===== src/rtl/cn_seq_pkg.sv =====
// Shared types and constants for the CryptoNight job sequencer.
package cn_seq_pkg;

    typedef enum logic [2:0] {
        StIdle,
        StH0,
        StCode,
        StStart,
        StWait,
        StDone
    } seq_state_e;

    localparam logic [9:0]  H0_BASE    = 10'h100;
    localparam logic [9:0]  CODE_BASE  = 10'h000;
    localparam logic [9:0]  START_ADDR = 10'h200;
    localparam int unsigned H0_WORDS   = 28;
    localparam logic [7:0]  H0_LAST    = 8'(H0_WORDS - 1);

endpackage


===== src/rtl/cn_seq_edge.sv =====
// Rising-edge detector whose history register can be preloaded, so a level
// already high when detection starts does not count as an edge.
module cn_seq_edge (
    input  logic clk,
    input  logic reset,
    input  logic sig,
    input  logic load,
    input  logic en,
    output logic rise
);

    logic prev_q;

    always_ff @(posedge clk or posedge reset) begin
        if (reset) begin
            prev_q <= 1'b0;
        end else if (load || en) begin
            prev_q <= sig;
        end
    end

    assign rise = en && sig && !prev_q;

endmodule


===== src/rtl/cn_job_seq.sv =====
// Job sequencer: replays a host job stream as register writes to the memory loop.
// Optional WAIT watchdog enabled by defining CN_SEQ_WATCHDOG_EN.
module cn_job_seq
    import cn_seq_pkg::*;
#(
    parameter int unsigned MAX_CODE       = 70,
    parameter logic [31:0] TIMEOUT_CYCLES = 32'h0100_0000,
    parameter logic [7:0]  MAGIC          = 8'hC4
) (
    input  logic        clk,
    input  logic        reset,
    input  logic [31:0] job_data,
    input  logic        job_valid,
    output logic        job_ready,
    output logic [9:0]  reg_address,
    output logic        reg_write,
    output logic [31:0] reg_wrdata,
    input  logic        ml_finished,
    output logic        busy,
    output logic        job_done,
    output logic        hdr_err,
    output logic        timeout,
    output logic [15:0] job_count
);

    localparam logic [6:0] MaxN = 7'(MAX_CODE);

    seq_state_e  state_q, state_d;
    logic [7:0]  idx_q, idx_d;
    logic [6:0]  n_q, n_d;
    logic [9:0]  reg_address_q, reg_address_d;
    logic        reg_write_q, reg_write_d;
    logic [31:0] reg_wrdata_q, reg_wrdata_d;
    logic        hdr_err_q, hdr_err_d;
    logic        ready_q, ready_d;
    logic [15:0] count_q, count_d;
    logic        timeout_q;

    logic accept, hdr_ok, hdr_accept, code_last, fin_rise, wd_fire;

    assign accept     = job_valid && ready_q;
    assign hdr_ok     = (job_data[31:24] == MAGIC) && (job_data[6:0] <= MaxN);
    assign hdr_accept = (state_q == StIdle) && accept && hdr_ok;
    assign code_last  = (idx_q == ({n_q, 1'b0} - 8'd1));

    cn_seq_edge u_fin_edge (
        .clk   (clk),
        .reset (reset),
        .sig   (ml_finished),
        .load  (state_q == StStart),
        .en    (state_q == StWait),
        .rise  (fin_rise)
    );

`ifdef CN_SEQ_WATCHDOG_EN
    logic [31:0] wd_q;

    assign wd_fire = (state_q == StWait) && !fin_rise && (wd_q == TIMEOUT_CYCLES - 32'd1);

    always_ff @(posedge clk or posedge reset) begin
        if (reset) begin
            wd_q      <= '0;
            timeout_q <= 1'b0;
        end else begin
            wd_q <= (state_q == StWait) ? wd_q + 32'd1 : '0;
            if (wd_fire) begin
                timeout_q <= 1'b1;
            end else if (hdr_accept) begin
                timeout_q <= 1'b0;
            end
        end
    end
`else
    logic unused_timeout;

    assign wd_fire        = 1'b0;
    assign timeout_q      = 1'b0;
    assign unused_timeout = ^TIMEOUT_CYCLES;
`endif

    always_ff @(posedge clk or posedge reset) begin
        if (reset) begin
            state_q       <= StIdle;
            idx_q         <= '0;
            n_q           <= '0;
            reg_address_q <= '0;
            reg_write_q   <= 1'b0;
            reg_wrdata_q  <= '0;
            hdr_err_q     <= 1'b0;
            ready_q       <= 1'b0;
            count_q       <= '0;
        end else begin
            state_q       <= state_d;
            idx_q         <= idx_d;
            n_q           <= n_d;
            reg_address_q <= reg_address_d;
            reg_write_q   <= reg_write_d;
            reg_wrdata_q  <= reg_wrdata_d;
            hdr_err_q     <= hdr_err_d;
            ready_q       <= ready_d;
            count_q       <= count_d;
        end
    end

    always_comb begin
        state_d = state_q;
        unique case (state_q)
            StIdle:  if (hdr_accept) state_d = StH0;
            StH0: begin
                if (accept && idx_q == H0_LAST) begin
                    state_d = (n_q != 7'd0) ? StCode : StStart;
                end
            end
            StCode:  if (accept && code_last) state_d = StStart;
            StStart: state_d = StWait;
            StWait:  if (fin_rise || wd_fire) state_d = StDone;
            StDone:  state_d = StIdle;
            default: state_d = StIdle;
        endcase
    end

    always_comb begin
        idx_d         = idx_q;
        n_d           = n_q;
        reg_address_d = reg_address_q;
        reg_write_d   = 1'b0;
        reg_wrdata_d  = reg_wrdata_q;
        hdr_err_d     = 1'b0;
        count_d       = count_q;
        ready_d       = (state_d == StIdle) || (state_d == StH0) || (state_d == StCode);
        unique case (state_q)
            StIdle: begin
                if (hdr_accept) begin
                    n_d   = job_data[6:0];
                    idx_d = '0;
                end else if (accept) begin
                    hdr_err_d = 1'b1;
                end
            end
            StH0: begin
                if (accept) begin
                    reg_write_d   = 1'b1;
                    reg_address_d = H0_BASE | {5'b0, idx_q[4:0]};
                    reg_wrdata_d  = job_data;
                    idx_d         = (idx_q == H0_LAST) ? 8'd0 : idx_q + 8'd1;
                end
            end
            StCode: begin
                if (accept) begin
                    reg_write_d   = 1'b1;
                    reg_address_d = CODE_BASE | {2'b0, idx_q};
                    reg_wrdata_d  = job_data;
                    idx_d         = idx_q + 8'd1;
                end
            end
            StStart: begin
                reg_write_d   = 1'b1;
                reg_address_d = START_ADDR;
                reg_wrdata_d  = 32'h1;
            end
            // An aborted job reaches DONE with timeout already set.
            StDone:  if (!timeout_q) count_d = count_q + 16'd1;
            default: ;
        endcase
    end

    assign job_ready   = ready_q;
    assign reg_address = reg_address_q;
    assign reg_write   = reg_write_q;
    assign reg_wrdata  = reg_wrdata_q;
    assign busy        = (state_q != StIdle);
    assign job_done    = (state_q == StDone);
    assign hdr_err     = hdr_err_q;
    assign timeout     = timeout_q;
    assign job_count   = count_q;

endmodule


===== config.mk =====
export PLATFORM = sky130hd
export DESIGN_NAME = cn_job_seq
export DESIGN_NICKNAME = d
export VERILOG_FILES = /design/src/rtl/cn_seq_pkg.sv /design/src/rtl/cn_seq_edge.sv /design/src/rtl/cn_job_seq.sv
export SDC_FILE = /design/constraint.sdc
export NUM_CORES = 1
export LEC_CHECK = 0
export CORE_MARGIN = 5
export CORE_UTILIZATION = 52
export DETAILED_ROUTE_END_ITERATION = 10
export PLACE_DENSITY = 0.85
export SYNTH_ARGS = -nofsm -noshare
export SYNTH_HDL_FRONTEND = slang
export SYNTH_HIERARCHICAL = 1
export SYNTH_SLANG_ARGS = --single-unit

===== constraint.sdc =====
create_clock -name clk -period 3.5 [get_ports clk]
set_input_delay 0.35 -clock clk [delete_from_list [all_inputs] [get_ports clk]]
set_output_delay 0.35 -clock clk [all_outputs]
set_load 0.02 [all_outputs]

==> After elaboration in Yosys (flattened, before gate mapping) <==
Cells that the tools add are included.
{ "op_classes": {"addsub": 3, "order_cmp": 1, "n_eq_ne": 14, "muxes": 20, "n_reduce_logical": 24} }
{ "op_table": {"columns": ["cell", "n"], "rows": [
  ["$pmux 32 s2", 1],
  ["$mux 32", 1],
  ["$mux 8", 4],
  ["$pmux 10 s3", 1],
  ["$pmux 8 s3", 1],
  ["$mux 10", 2],
  ["$add 16x1->16 const B", 1],
  ["$pmux 3 s5", 1],
  ["$mux 3", 4],
  ["$eq 3x2->1 const B", 3],
  ["$reduce_bool 3->1", 3],
  ["$add 8x1->8 const B", 1],
  ["$eq 8x5->1 const B", 1],
  ["$eq 8x8->1", 1],
  ["$eq 8x8->1 const B", 1],
  ["$logic_and 1x1->1", 8],
  ["$sub 8x1->8 const B", 1],
  ["$le 7x7->1 const B", 1],
  ["$reduce_bool 7->1", 1],
  ["$eq 3x1->1 const B", 2],
  ["$eq 3x3->1 const B", 2],
  ["$logic_not 3->1", 2],
  ["$ne 2x2->1 const B", 3],
  ["$mux 1", 4],
  ["9 further kinds", 12]
]} }
{ "word_totals": {"ff_bits": 80, "output_inout_bits": 64, "elab_cells": 72} }

==> Logic depth before layout (Yosys ltp) <==
Gate-level depths: netlist of run 1.
{ "depth": {"word_depth": 8, "mapped_depth": 7, "mapped_depth_nobuf": 7} }

==> Hierarchy <==
The synthesis of run 1 kept the hierarchy.
{ "modules_own_cells": {"columns": ["mod", "n_inst", "cells_each", "area_per_inst_um2", "seq_area_each_um2"], "rows": [
  ["cn_job_seq", 1, 367, 3662.3, 1976.9],
  ["cn_seq_edge", 1, 6, 51.3, 25.0]
]} }

==> Least setup slack after synthesis of run 1 <==
OpenSTA, ideal clock, no wires.
{ "synth_path": {"kind": "register to register", "startpoint": "reg n_q[2]", "endpoint": "reg ready_q, in the netlist job_ready", "setup_ns": 0.137, "arrival_time_ns": 1.647, "slack_ns": 1.716, "stages_incl_launch_ff": 6, "synth_period_minus_slack_ns": 1.784, "path_cell_list": "dfrtp_1 -> or3_1 -> or3b_4 -> o21a_1 -> o311ai_2 -> a211oi_1"} }
{ "synth_via": {"elab_chain_len": 8, "elab_cells_between_ends": 13, "classes_between": "add/sub: 1; eq/ne: 3; mux: 4; reduce/logical: 5"} }
{ "synth_lines": {"columns": ["item", "line", "rtl"], "rows": [
  ["start: declaration", "cn_job_seq.sv:30", "logic [6:0] n_q, n_d;"],
  ["start signal: assignment", "cn_job_seq.sv:95", "n_q <= n_d;"],
  ["$sub 8x1->8", "cn_job_seq.sv:44", "assign code_last = (idx_q == ({n_q, 1'b0} - 8'd1));"],
  ["$eq 8x8->1", "cn_job_seq.sv:44", null],
  ["$logic_and 1x1->1", "cn_job_seq.sv:114", "StCode: if (accept && code_last) state_d = StStart;"],
  ["$mux 3", "cn_job_seq.sv:114", null],
  ["$pmux 3 s5 *", "cn_job_seq.sv:107", "unique case (state_q)"],
  ["$eq 3x1->1 or $logic_not 3->1 (tied branches)", "cn_job_seq.sv:130", "ready_d = (state_d == StIdle) || (state_d == StH0) || (state_d == StCode);"],
  ["$logic_or 1x1->1", "cn_job_seq.sv:130", null],
  ["$logic_or 1x1->1 *", "cn_job_seq.sv:130", null],
  ["named net ready_d", "cn_job_seq.sv:35", "logic ready_q, ready_d;"],
  ["end signal: assignment", "cn_job_seq.sv:100", "ready_q <= ready_d;"],
  ["end: declaration", "cn_job_seq.sv:35", null]
]} }
The timed path passes the listed nets; every way through them passes the cells marked *.
A chain may end at the register's enable or synchronous reset.

==> Worst setup path in the final report of run 1 <==
{ "layout_path": {"startpoint": "reg state_q[2]", "endpoint": "out job_done"} }
{ "layout_via": {"elab_chain_len": 1} }
{ "layout_lines": {"columns": ["item", "line", "rtl"], "rows": [
  ["start: declaration", "cn_job_seq.sv:28", "seq_state_e state_q, state_d;"],
  ["start signal: assignment", "cn_job_seq.sv:83", "state_q <= StIdle;"],
  ["start signal: assignment", "cn_job_seq.sv:93", "state_q <= state_d;"],
  ["$eq 3x3->1", "cn_job_seq.sv:172", "assign job_done = (state_q == StDone);"],
  ["end: declaration", "cn_job_seq.sv:20", "output logic job_done,"]
]} }
Every way passes these cells.

==> impl_metrics.xml, run 1 <==
<?xml version="1.0" encoding="UTF-8"?>
<metrics>
  <group name="drt">
    <metric name="ant_nets" unit="">0</metric>
    <metric name="wire_per_inst" unit="µm">15.8</metric>
    <metric name="number_of_vias_after_detailed_routing" unit="">3065</metric>
    <metric name="avgViaCountPerCell" unit="">5.40</metric>
    <metric name="drt_pre_antenna_iters" unit="">4</metric>
    <metric name="drtIter0Drc" unit="">181</metric>
    <metric name="detail_route.drc_violations" unit="">0</metric>
    <metric name="detail_route.wirelength" unit="mm">8.99</metric>
  </group>
  <group name="critical_path">
    <metric name="slowest_delay" unit="ps">660</metric>
    <metric name="crit_arrival" unit="ps">2050</metric>
    <metric name="slowest_stage" unit="">sky130_fd_sc_hd__clkdlybuf4s50_1</metric>
    <metric name="cp_cell_sequence" unit="">and3b_1, clkdlybuf4s50_1</metric>
    <metric name="required_time_of_the_critical_path" unit="ps">3150</metric>
    <metric name="type_of_element_capturing_the_critical_path" unit="">output port</metric>
    <metric name="setup.worst_path.start_class" unit="">flip-flop</metric>
    <metric name="timing.setup.critical_path_class" unit="">flip-flop to output port</metric>
    <metric name="worst-path-max-fanout" unit="">15</metric>
  </group>
  <group name="floorplanning">
    <metric name="start_util" unit="">0.541</metric>
    <metric name="die_w" unit="µm">94.5</metric>
    <metric name="top_level_ports" unit="">100</metric>
    <metric name="die_area" unit="µm²">8930</metric>
    <metric name="core_area" unit="µm²">6870</metric>
    <metric name="die-height" unit="µm">94.5</metric>
    <metric name="fp-row-count" unit="">30</metric>
  </group>
  <group name="cts">
    <metric name="clock_tree.root_cell" unit="">sky130_fd_sc_hd__clkbuf_8</metric>
    <metric name="cts.path.max_buffers" unit="">2</metric>
    <metric name="cts_hold_buf" unit="">0</metric>
    <metric name="cts.clk_slew.worst_paths" unit="ps">70</metric>
    <metric name="cts_post_setup_buffers_inserted" unit="">0</metric>
    <metric name="cts_tree" unit="">built</metric>
    <metric name="tritoncts.num_buffers" unit="">9</metric>
    <metric name="ctsHtreeMaxLevel" unit="">3</metric>
    <metric name="cts_sinks" unit="">80</metric>
    <metric name="worstSkewPairLatency" unit="ps">350</metric>
    <metric name="ctsResizeCount" unit="">0</metric>
  </group>
  <group name="place">
    <metric name="placement.cell_area" unit="µm²">4780</metric>
    <metric name="globalplace.congestion" unit="">0.873</metric>
    <metric name="numPortBuffers" unit="">98</metric>
    <metric name="dp.final_hpwl" unit="mm">6.40</metric>
    <metric name="numPlacedInstances" unit="">553</metric>
  </group>
  <group name="finish">
    <metric name="nNetsFinal" unit="">507</metric>
    <metric name="stdcell_count" unit="">568</metric>
    <metric name="multi_input_comb_area" unit="µm²">1610</metric>
    <metric name="area_growth_from_synthesis_to_layout" unit="%">33.7</metric>
    <metric name="antenna_cells_inserted" unit="">0</metric>
    <metric name="finish.utilization" unit="">0.723</metric>
    <metric name="filler_cell_count" unit="">505</metric>
    <metric name="design_area" unit="µm²">4970</metric>
    <metric name="layout.area.seq" unit="µm²">2000</metric>
    <metric name="post_route_cells_drive_above_1_share" unit="">0.0805</metric>
  </group>
  <group name="power_and_ir_drop">
    <metric name="switching_share" unit="">0.369</metric>
    <metric name="power.share.clock" unit="">0.200</metric>
    <metric name="power.combinational.fraction" unit="">0.397</metric>
    <metric name="p_sw" unit="mW">1.22</metric>
    <metric name="powerDensity" unit="nW/µm²">667</metric>
    <metric name="maximum_vdd_ir_drop" unit="mV">0.433</metric>
    <metric name="power.share.sequential" unit="">0.403</metric>
    <metric name="cellInternalPower" unit="mW">2.09</metric>
    <metric name="power.leakage" unit="nW">2.14</metric>
  </group>
  <group name="hold_path">
    <metric name="min_path_type" unit="">input pin to async pin</metric>
  </group>
  <group name="run_status">
    <metric name="run_status" unit="">completed</metric>
  </group>
  <group name="grt">
    <metric name="overflow" unit="">0</metric>
    <metric name="grt_pass1_wl" unit="mm">14.7</metric>
    <metric name="antenna_violations_before_repair" unit="">0</metric>
    <metric name="maximum_number_of_pins_on_one_net_before_global_route_repair" unit="">64</metric>
    <metric name="grt_pass1_vias" unit="">3099</metric>
    <metric name="grtUsageTotal" unit="">0.210</metric>
  </group>
  <group name="yosys">
    <metric name="synthesis.nets" unit="">412</metric>
    <metric name="ys_seq_area_frac" unit="">0.539</metric>
    <metric name="synth-edff-count" unit="">0</metric>
    <metric name="synth_async_sr_flop_share" unit="">1.00</metric>
    <metric name="synth.area.top_cells" unit="">sky130_fd_sc_hd__dfrtp_1 (54%), sky130_fd_sc_hd__nand2_1 (8.2%), sky130_fd_sc_hd__o21ai_0 (5.7%)</metric>
    <metric name="post_synth_num_cell_types" unit="">50</metric>
    <metric name="synth-seq-cells" unit="">80</metric>
    <metric name="yosys_warnings" unit="">6</metric>
    <metric name="synth_area_leader_cell" unit="">sky130_fd_sc_hd__dfrtp_1</metric>
    <metric name="yosys_most_used_dff" unit="">sky130_fd_sc_hd__dfrtp_1</metric>
    <metric name="postSynthCellCount" unit="">373</metric>
    <metric name="postSynthAreaPerCell" unit="µm²">9.96</metric>
    <metric name="yosys.area.top_type_share" unit="">0.539</metric>
    <metric name="post_synth_instance_area" unit="µm²">3710</metric>
  </group>
  <group name="sta">
    <metric name="max_slew.worst_pin.slew" unit="ps">1040</metric>
    <metric name="grt_setup_unrepaired" unit="">false</metric>
    <metric name="finalClockSkew" unit="ps">8.13</metric>
    <metric name="totalNegativeSetupSlack" unit="ps">0</metric>
    <metric name="setup_violations" unit="">0</metric>
    <metric name="maxSlewHeadroom" unit="">0.308</metric>
    <metric name="fmaxAchievable" unit="MHz">417</metric>
    <metric name="total_count_of_max_transition_violations_in_the_final_report" unit="">0</metric>
    <metric name="period_needed" unit="ps">2400</metric>
    <metric name="period_share" unit="">0.685</metric>
    <metric name="hold_viol_final" unit="">0</metric>
  </group>
  <group name="run">
    <metric name="timing.max_cap.violations" unit="">0</metric>
  </group>
</metrics>
==> power by group through the flow <==
stage	registers, mW	clock network, mW	logic, mW
2_1_floorplan	1.58	0	0.439
3_3_place_gp	1.34	0	1.29
3_5_place_dp	1.35	0	1.32
4_1_cts	1.33	0.672	1.33
5_1_grt	1.37	0.716	1.42
6_report	1.33	0.662	1.31
==> cell usage after synthesis, types with 5 or more instances <==
| cell | n |
|---|---|
| sky130_fd_sc_hd__mux2i_1 | 5 |
| sky130_fd_sc_hd__dfrtp_1 | 80 |
| sky130_fd_sc_hd__mux2_2 | 8 |
| sky130_fd_sc_hd__o31ai_1 | 8 |
| sky130_fd_sc_hd__a211oi_1 | 5 |
| sky130_fd_sc_hd__inv_1 | 8 |
| sky130_fd_sc_hd__nand2_1 | 81 |
| sky130_fd_sc_hd__nand3_1 | 9 |
| sky130_fd_sc_hd__o21ai_0 | 42 |
| sky130_fd_sc_hd__xnor2_1 | 18 |
| sky130_fd_sc_hd__nand2b_1 | 5 |
| sky130_fd_sc_hd__nor2_1 | 19 |
| sky130_fd_sc_hd__xor2_1 | 6 |
| sky130_fd_sc_hd__clkbuf_1 | 15 |
==> cell type report <==
class,instances,area share
flip-flops and latches,80,0.403
multi-input cells,266,0.325
repair buffers,102,0.204
clock buffers,10,0.0257
well taps,96,0.0242
clock inverters,5,0.0118
inverters,9,0.00705
==> worst paths after layout <==
check / to / start / cells after the start / slack, ps
min in group clk: job_count[15]$_DFFE_PP0P_ / job_count[15]$_DFFE_PP0P_ / 1 / 480
hold reg to reg: job_count[15]$_DFFE_PP0P_ / job_count[15]$_DFFE_PP0P_ / 1 / 480
hold / removal: u_fin_edge/prev_q$_DFFE_PP0P_ / reset / 2 / 220
setup / recovery: job_done / state_q[2]$_DFF_PP0_ / 2 / 1100
setup reg to reg: job_ready$_DFF_PP0_ / state_q[2]$_DFF_PP0_ / 6 / 1160
max in group asynchronous: n_q[5]$_DFFE_PP0P_ / reset / 3 / 2180
==> per-stage QoR <==
stage	power, mW	hold WS, ps	setup slack (ps)
after floorplan	2.02	78.7	1130
after global placement	2.63	460	1130
after detailed placement	2.67	469	1100
after CTS	3.33	208	1100
after global routing	3.50	203	971
final	3.31	219	1100
==> routing by layer <==
| layer | part of all wire | GRT usage | up-vias |
|---|---|---|---|
| li1 | - | - | 1463 |
| met1 | 0.43 | 0.267 | 1472 |
| met2 | 0.48 | 0.344 | 111 |
| met3 | 0.066 | 0.0566 | 19 |
| met4 | 0.022 | 0.0757 | 0 |
| met5 | 0 | 0 | - |
==> registers in the layout, summed over array words and instances, names as in the netlist, 3 cells and up <==
signal,count
idx_q,8
job_count,16
n_q,7
reg_address,10
reg_wrdata,32
state_q,3
==> worst max-delay path: cells and delay by family (launching register included) <==
kind / cells / cell delay [ps]
flops: 1 / 640
simple gates: 1 / 390
buf+inv: 1 / 660
==> cell usage in the layout (no fill, tap or decap), drive strengths merged, types with 5 or more instances in the layout <==
cell / Yosys / routed
clkdlybuf4s50: 0 / 98
nand2: 81 / 81
dfrtp: 80 / 80
o21ai: 43 / 43
nor2: 19 / 19
xnor2: 18 / 18
clkbuf: 15 / 10
nand3: 9 / 9
mux2: 9 / 9
o31ai: 8 / 8
inv: 8 / 7
xor2: 6 / 6
nand2b: 5 / 5
a211oi: 5 / 5
mux2i: 5 / 5
a21oi: 5 / 5
nand4: 5 / 5
==> kinds of logic (layout without fill, tap and decap cells) <==
logic type / Yosys count / in the layout / share of synthesized area
adders and majority gates: 3 / 3 / 0.0101
xor gates and xnor gates: 24 / 24 / 0.0566
buffers and inverters: 27 / 126 / 0.0290
muxes: 14 / 14 / 0.0408
DFF: 80 / 80 / 0.539
AOI/OAI and AO/OA: 74 / 74 / 0.128
other: 1 / 1 / 0.00101
and+or+nand+nor: 150 / 150 / 0.196
No activity file was read; power rests on OpenSTA's default activity.
==> run 2, diff against run 1 <==
--- a/config.mk
+++ b/config.mk
@@ -6,9 +6,9 @@
 export NUM_CORES = 1
 export LEC_CHECK = 0
 export CORE_MARGIN = 5
-export CORE_UTILIZATION = 52
+export CORE_UTILIZATION = 44
 export DETAILED_ROUTE_END_ITERATION = 10
-export PLACE_DENSITY = 0.85
+export PLACE_DENSITY = 0.77
 export SYNTH_ARGS = -nofsm -noshare
 export SYNTH_HDL_FRONTEND = slang
 export SYNTH_HIERARCHICAL = 1
==> constraint.sdc (replaced) <==
create_clock -name clk -period 2.05 [get_ports clk]
set_input_delay 0.205 -clock clk [delete_from_list [all_inputs] [get_ports clk]]
set_output_delay 0.205 -clock clk [all_outputs]
set_load 0.02 [all_outputs]
==> impl_metrics.xml, run 2 (synthesis gave the netlist of run 1 again) <==
<?xml version="1.0" encoding="UTF-8"?>
<metrics>
  <group name="floorplanning">
    <metric name="start_util" unit="">0.452</metric>
    <metric name="fp-row-count" unit="">33</metric>
    <metric name="die_w" unit="µm">102</metric>
    <metric name="core_area" unit="µm²">8220</metric>
    <metric name="top_level_ports" unit="">100</metric>
    <metric name="die-height" unit="µm">102</metric>
    <metric name="die_area" unit="µm²">10400</metric>
  </group>
  <group name="critical_path">
    <metric name="worst-path-max-fanout" unit="">4</metric>
    <metric name="worst_reg_to_reg_setup_slack" unit="ps">40</metric>
    <metric name="required_time_of_the_critical_path" unit="ps">2340</metric>
    <metric name="crit_arrival" unit="ps">2300</metric>
    <metric name="setup.worst_path.start_class" unit="">flip-flop</metric>
    <metric name="timing.setup.critical_path_class" unit="">flip-flop to flip-flop</metric>
    <metric name="type_of_element_capturing_the_critical_path" unit="">flip-flop</metric>
  </group>
  <group name="cts">
    <metric name="tritoncts.num_buffers" unit="">9</metric>
    <metric name="cts_tree" unit="">built</metric>
    <metric name="cts_post_setup_buffers_inserted" unit="">0</metric>
    <metric name="cts.clk_slew.worst_paths" unit="ps">80</metric>
    <metric name="clock_tree.root_cell" unit="">sky130_fd_sc_hd__clkbuf_8</metric>
    <metric name="worstSkewPairLatency" unit="ps">360</metric>
    <metric name="cts.path.max_buffers" unit="">2</metric>
    <metric name="ctsHtreeMaxLevel" unit="">3</metric>
    <metric name="ctsResizeCount" unit="">1</metric>
    <metric name="cts_sinks" unit="">80</metric>
    <metric name="cts_hold_buf" unit="">0</metric>
  </group>
  <group name="place">
    <metric name="numPortBuffers" unit="">98</metric>
    <metric name="dp.final_hpwl" unit="mm">6.70</metric>
    <metric name="placement.cell_area" unit="µm²">4890</metric>
    <metric name="globalplace.congestion" unit="">0.802</metric>
    <metric name="placement.setup.worst_slack" unit="ps">-154</metric>
  </group>
  <group name="sta">
    <metric name="period_share" unit="">0.981</metric>
    <metric name="setup_violations" unit="">0</metric>
    <metric name="finalClockSkew" unit="ps">12.2</metric>
    <metric name="grt_setup_unrepaired" unit="">false</metric>
    <metric name="hold_viol_final" unit="">0</metric>
    <metric name="max_slew.worst_pin.slew" unit="ps">528</metric>
    <metric name="final_setup_margin" unit="ps">39.9</metric>
    <metric name="total_count_of_max_transition_violations_in_the_final_report" unit="">0</metric>
    <metric name="period_needed" unit="ps">2010</metric>
    <metric name="maxSlewHeadroom" unit="">0.647</metric>
    <metric name="fmaxAchievable" unit="MHz">497</metric>
  </group>
  <group name="grt">
    <metric name="overflow" unit="">0</metric>
    <metric name="grtUsageTotal" unit="">0.184</metric>
    <metric name="grt_pass1_wl" unit="mm">14.9</metric>
    <metric name="maximum_number_of_pins_on_one_net_before_global_route_repair" unit="">60</metric>
    <metric name="antenna_violations_before_repair" unit="">0</metric>
    <metric name="grt_pass1_vias" unit="">2966</metric>
  </group>
  <group name="finish">
    <metric name="antenna_cells_inserted" unit="">0</metric>
    <metric name="post_route_cells_drive_above_1_share" unit="">0.106</metric>
    <metric name="layout.area.seq" unit="µm²">2000</metric>
    <metric name="final_common_cell" unit="">sky130_fd_sc_hd__clkdlybuf4s50_1</metric>
    <metric name="filler_cell_count" unit="">675</metric>
    <metric name="largest_register_ff_count" unit="">32</metric>
    <metric name="multi_input_comb_area" unit="µm²">1620</metric>
    <metric name="nNetsFinal" unit="">516</metric>
    <metric name="area_growth_from_synthesis_to_layout" unit="%">37.6</metric>
    <metric name="most_frequent_cells_in_the_layout" unit="">sky130_fd_sc_hd__clkdlybuf4s50_1 (98), sky130_fd_sc_hd__nand2_1 (81), sky130_fd_sc_hd__dfrtp_1 (79), sky130_fd_sc_hd__o21ai_0 (42), sky130_fd_sc_hd__nor2_1 (19)</metric>
    <metric name="design_area" unit="µm²">5110</metric>
  </group>
  <group name="drt">
    <metric name="number_of_vias_after_detailed_routing" unit="">3055</metric>
    <metric name="detail_route.wirelength" unit="mm">9.23</metric>
    <metric name="ant_nets" unit="">0</metric>
    <metric name="drt_pre_antenna_iters" unit="">4</metric>
    <metric name="detail_route.drc_violations" unit="">0</metric>
    <metric name="wire_per_inst" unit="µm">15.8</metric>
    <metric name="drtIter0Drc" unit="">127</metric>
    <metric name="avgViaCountPerCell" unit="">5.21</metric>
  </group>
  <group name="power_and_ir_drop">
    <metric name="maximum_vdd_ir_drop" unit="mV">0.616</metric>
    <metric name="powerDensity" unit="nW/µm²">1150</metric>
    <metric name="power.leakage" unit="nW">2.21</metric>
    <metric name="finalPower" unit="mW">5.88</metric>
  </group>
  <group name="run">
    <metric name="timing.max_cap.violations" unit="">0</metric>
  </group>
  <group name="run_status">
    <metric name="run_status" unit="">completed</metric>
  </group>
  <group name="hold_path">
    <metric name="min_path_type" unit="">input pin to async pin</metric>
  </group>
</metrics>
## run 2: layout make-up
class                   count  area share
repair buffers            111       0.216
flip-flops and latches     80       0.392
clock inverters             5      0.0159
well taps                 105      0.0257
clock buffers              10      0.0269
inverters                   9     0.00734
multi-input cells         266       0.316
## run 2: per-stage QoR
stage | util | instances | hold WS (ps) | setup TNS [ps]
global route | 0.622 | 586 | 76.8 | 0
detailed placement | 0.595 | 571 | 437 | -1730
global placement | 0.595 | 571 | 428 | -1420
CTS | 0.621 | 586 | 58.7 | 0
floorplan | - | 373 | -66.3 | 0
finish | 0.622 | 586 | 75.3 | 0
## run 2: final timing paths
check	startpoint	end	cells past startpoint
setup / recovery	n_q[1]$_DFFE_PP0P_	state_q[0]$_DFF_PP0_	6
hold / removal	reset	u_fin_edge/prev_q$_DFFE_PP0P_	2
setup reg to reg	n_q[1]$_DFFE_PP0P_	state_q[0]$_DFF_PP0_	6
hold reg to reg	job_count[15]$_DFFE_PP0P_	job_count[15]$_DFFE_PP0P_	1
max in group asynchronous	reset	reg_wrdata[26]$_DFFE_PP0P_	3
min in group clk	job_data[13]	reg_wrdata[13]$_DFFE_PP0P_	3
## run 2: worst max-delay path: stages, from the launching register on
cell and delay, ps:
sky130_fd_sc_hd__dfrtp_1 410, sky130_fd_sc_hd__inv_1 60, sky130_fd_sc_hd__ha_1 220, sky130_fd_sc_hd__or3_1 390, sky130_fd_sc_hd__a31o_2 240, sky130_fd_sc_hd__nor4_1 440, sky130_fd_sc_hd__or2_1 180
## run 2: power breakdown
| part | switching, mW | total, mW | internal [mW] |
|---|---|---|---|
| logic | 1.27 | 2.34 | 1.07 |
| clock network | 0.578 | 1.29 | 0.712 |
| registers | 0.265 | 2.25 | 1.99 |
| total | 2.11 | 5.88 | 3.77 |
## run 2: metal layers
metal  share of wire  up-vias  global-route usage
met2            0.52       73               0.302
li1                -     1485                   -
met4           0.015        0              0.0605
met5               0        -                   0
met1            0.41     1485               0.246
met3           0.054       12              0.0396
==> run 3, diff against run 2 <==
--- a/config.mk
+++ b/config.mk
@@ -5,10 +5,9 @@
 export SDC_FILE = /design/constraint.sdc
 export NUM_CORES = 1
 export LEC_CHECK = 0
-export CORE_MARGIN = 5
-export CORE_UTILIZATION = 44
+export CORE_UTILIZATION = 52
 export DETAILED_ROUTE_END_ITERATION = 10
-export PLACE_DENSITY = 0.77
+export PLACE_DENSITY = 0.85
 export SYNTH_ARGS = -nofsm -noshare
 export SYNTH_HDL_FRONTEND = slang
 export SYNTH_HIERARCHICAL = 1
==> constraint.sdc (replaced) <==
create_clock -name clk -period 2.61 [get_ports clk]
set_input_delay 0.261 -clock clk [delete_from_list [all_inputs] [get_ports clk]]
set_output_delay 0.261 -clock clk [all_outputs]
set_load 0.02 [all_outputs]
==> impl_metrics.xml, run 3 (synthesis gave the netlist of run 1 again) <==
<?xml version="1.0" encoding="UTF-8"?>
<metrics>
  <group name="power_and_ir_drop">
    <metric name="maximum_vdd_ir_drop" unit="mV">0.560</metric>
    <metric name="power.leakage" unit="nW">2.14</metric>
    <metric name="powerDensity" unit="nW/µm²">871</metric>
  </group>
  <group name="sta">
    <metric name="period_needed" unit="ps">2290</metric>
    <metric name="finalClockSkew" unit="ps">7.89</metric>
    <metric name="hold_viol_final" unit="">0</metric>
    <metric name="period_share" unit="">0.879</metric>
    <metric name="grt_setup_unrepaired" unit="">false</metric>
    <metric name="max_slew.worst_pin.slew" unit="ps">611</metric>
    <metric name="total_count_of_max_transition_violations_in_the_final_report" unit="">0</metric>
    <metric name="maxSlewHeadroom" unit="">0.588</metric>
    <metric name="fmaxAchievable" unit="MHz">436</metric>
    <metric name="setup_violations" unit="">0</metric>
    <metric name="totalNegativeSetupSlack" unit="ps">0</metric>
  </group>
  <group name="place">
    <metric name="globalplace.congestion" unit="">0.853</metric>
    <metric name="placement.cell_area" unit="µm²">4800</metric>
    <metric name="numPortBuffers" unit="">98</metric>
    <metric name="numPlacedInstances" unit="">553</metric>
    <metric name="dp.final_hpwl" unit="mm">6.14</metric>
  </group>
  <group name="hold_path">
    <metric name="min_path_type" unit="">input pin to async pin</metric>
  </group>
  <group name="finish">
    <metric name="most_frequent_cells_in_the_layout" unit="">sky130_fd_sc_hd__clkdlybuf4s50_1 (98), sky130_fd_sc_hd__nand2_1 (81), sky130_fd_sc_hd__dfrtp_1 (80), sky130_fd_sc_hd__o21ai_0 (42), sky130_fd_sc_hd__nor2_1 (19)</metric>
    <metric name="design_area" unit="µm²">4970</metric>
    <metric name="final_common_cell" unit="">sky130_fd_sc_hd__clkdlybuf4s50_1</metric>
    <metric name="area_growth_from_synthesis_to_layout" unit="%">33.8</metric>
    <metric name="nNetsFinal" unit="">507</metric>
    <metric name="post_route_cells_drive_above_1_share" unit="">0.0803</metric>
    <metric name="antenna_cells_inserted" unit="">0</metric>
    <metric name="largest_register_ff_count" unit="">32</metric>
    <metric name="stdcell_count" unit="">569</metric>
  </group>
  <group name="floorplanning">
    <metric name="die_area" unit="µm²">7480</metric>
    <metric name="die_w" unit="µm">86.5</metric>
    <metric name="start_util" unit="">0.544</metric>
    <metric name="top_level_ports" unit="">100</metric>
    <metric name="fp-row-count" unit="">30</metric>
    <metric name="die-height" unit="µm">86.5</metric>
    <metric name="core_area" unit="µm²">6830</metric>
  </group>
  <group name="cts">
    <metric name="cts_post_setup_buffers_inserted" unit="">0</metric>
    <metric name="clock_tree.root_cell" unit="">sky130_fd_sc_hd__clkbuf_8</metric>
    <metric name="ctsResizeCount" unit="">0</metric>
    <metric name="tritoncts.num_buffers" unit="">9</metric>
    <metric name="worstSkewPairLatency" unit="ps">350</metric>
    <metric name="cts_tree" unit="">built</metric>
    <metric name="cts_sinks" unit="">80</metric>
    <metric name="ctsHtreeMaxLevel" unit="">3</metric>
    <metric name="cts_hold_buf" unit="">0</metric>
    <metric name="cts.clk_slew.worst_paths" unit="ps">70</metric>
    <metric name="cts.path.max_buffers" unit="">2</metric>
  </group>
  <group name="drt">
    <metric name="drt_pre_antenna_iters" unit="">6</metric>
    <metric name="drtIter0Drc" unit="">203</metric>
    <metric name="number_of_vias_after_detailed_routing" unit="">3033</metric>
    <metric name="wire_per_inst" unit="µm">14.8</metric>
    <metric name="ant_nets" unit="">0</metric>
    <metric name="detail_route.wirelength" unit="mm">8.42</metric>
    <metric name="avgViaCountPerCell" unit="">5.33</metric>
    <metric name="detail_route.drc_violations" unit="">0</metric>
  </group>
  <group name="critical_path">
    <metric name="timing.setup.critical_path_class" unit="">flip-flop to output port</metric>
    <metric name="slowest_delay" unit="ps">660</metric>
    <metric name="cp_cell_sequence" unit="">and3b_1, clkdlybuf4s50_1</metric>
    <metric name="setup.worst_path.start_class" unit="">flip-flop</metric>
    <metric name="worst-path-max-fanout" unit="">15</metric>
    <metric name="required_time_of_the_critical_path" unit="ps">2350</metric>
    <metric name="type_of_element_capturing_the_critical_path" unit="">output port</metric>
    <metric name="crit_arrival" unit="ps">2030</metric>
    <metric name="slowest_stage" unit="">sky130_fd_sc_hd__clkdlybuf4s50_1</metric>
  </group>
  <group name="grt">
    <metric name="overflow" unit="">0</metric>
    <metric name="antenna_violations_before_repair" unit="">0</metric>
    <metric name="grtUsageTotal" unit="">0.243</metric>
    <metric name="grt_pass1_vias" unit="">2907</metric>
    <metric name="grt_pass1_wl" unit="mm">14.1</metric>
    <metric name="maximum_number_of_pins_on_one_net_before_global_route_repair" unit="">66</metric>
  </group>
  <group name="run">
    <metric name="timing.max_cap.violations" unit="">0</metric>
  </group>
  <group name="run_status">
    <metric name="run_status" unit="">completed</metric>
  </group>
</metrics>
run 3: through the flow:
| step | utilization | total power [mW] | hold WS (ps) | setup slack, ps |
|---|---|---|---|---|
| 3_5_place_dp | 0.703 | 3.58 | 471 | 253 |
| 5_1_grt | 0.727 | 4.59 | 134 | 245 |
| 3_3_place_gp | 0.703 | 3.52 | 461 | 368 |
| 2_1_floorplan | - | 2.71 | -10.3 | 326 |
| 6_report | 0.727 | 4.33 | 129 | 317 |
| 4_1_cts | 0.727 | 4.36 | 118 | 324 |
run 3: cell type report:
| class | instances | area [µm²] |
|---|---|---|
| clock buffers | 11 | 131 |
| repair buffers | 102 | 1040 |
| clock inverters | 5 | 33.8 |
| well taps | 96 | 120 |
| multi-input cells | 266 | 1610 |
| fillers | 471 | 1860 |
| flip-flops and latches | 80 | 2000 |
| inverters | 9 | 33.8 |
run 3: power breakdown:
group          internal, mW  switching, mW  leakage (nW)  total (mW)
Clock                 0.344          0.438        0.0793       0.782
Combinational         0.813          0.946          1.00        1.76
Sequential             1.56          0.225          1.06        1.79
run 3: final timing paths:
path | slack, ps | depth (start not counted) | to | from
max in group asynchronous | 1980 | 3 | idx_q[5]$_DFFE_PP0P_ | reset
worst min-delay path | 130 | 2 | u_fin_edge/prev_q$_DFFE_PP0P_ | reset
worst max register to register | 600 | 5 | job_ready$_DFF_PP0_ | state_q[2]$_DFF_PP0_
min in group clk | 460 | 3 | reg_wrdata[18]$_DFFE_PP0P_ | job_data[18]
worst min register to register | 470 | 1 | job_count[15]$_DFFE_PP0P_ | job_count[15]$_DFFE_PP0P_
worst max-delay path | 320 | 2 | job_done | state_q[2]$_DFF_PP0_
run 3: routing by layer:
metal  share of wire  vias up  wire [µm]  GRT usage
met1            0.44     1462       3690      0.328
met4           0.022        0        188      0.103
met3           0.051       14        431     0.0495
li1                -     1463          -          -
met5               0        -          0          0
met2            0.49       94       4110      0.385
run 3: critical path: cells and delay by family (launching register included):
kind                   cells  cell delay, ps
DFF                        1             640
buffers and inverters      1             660
and+or+nand+nor            1             390
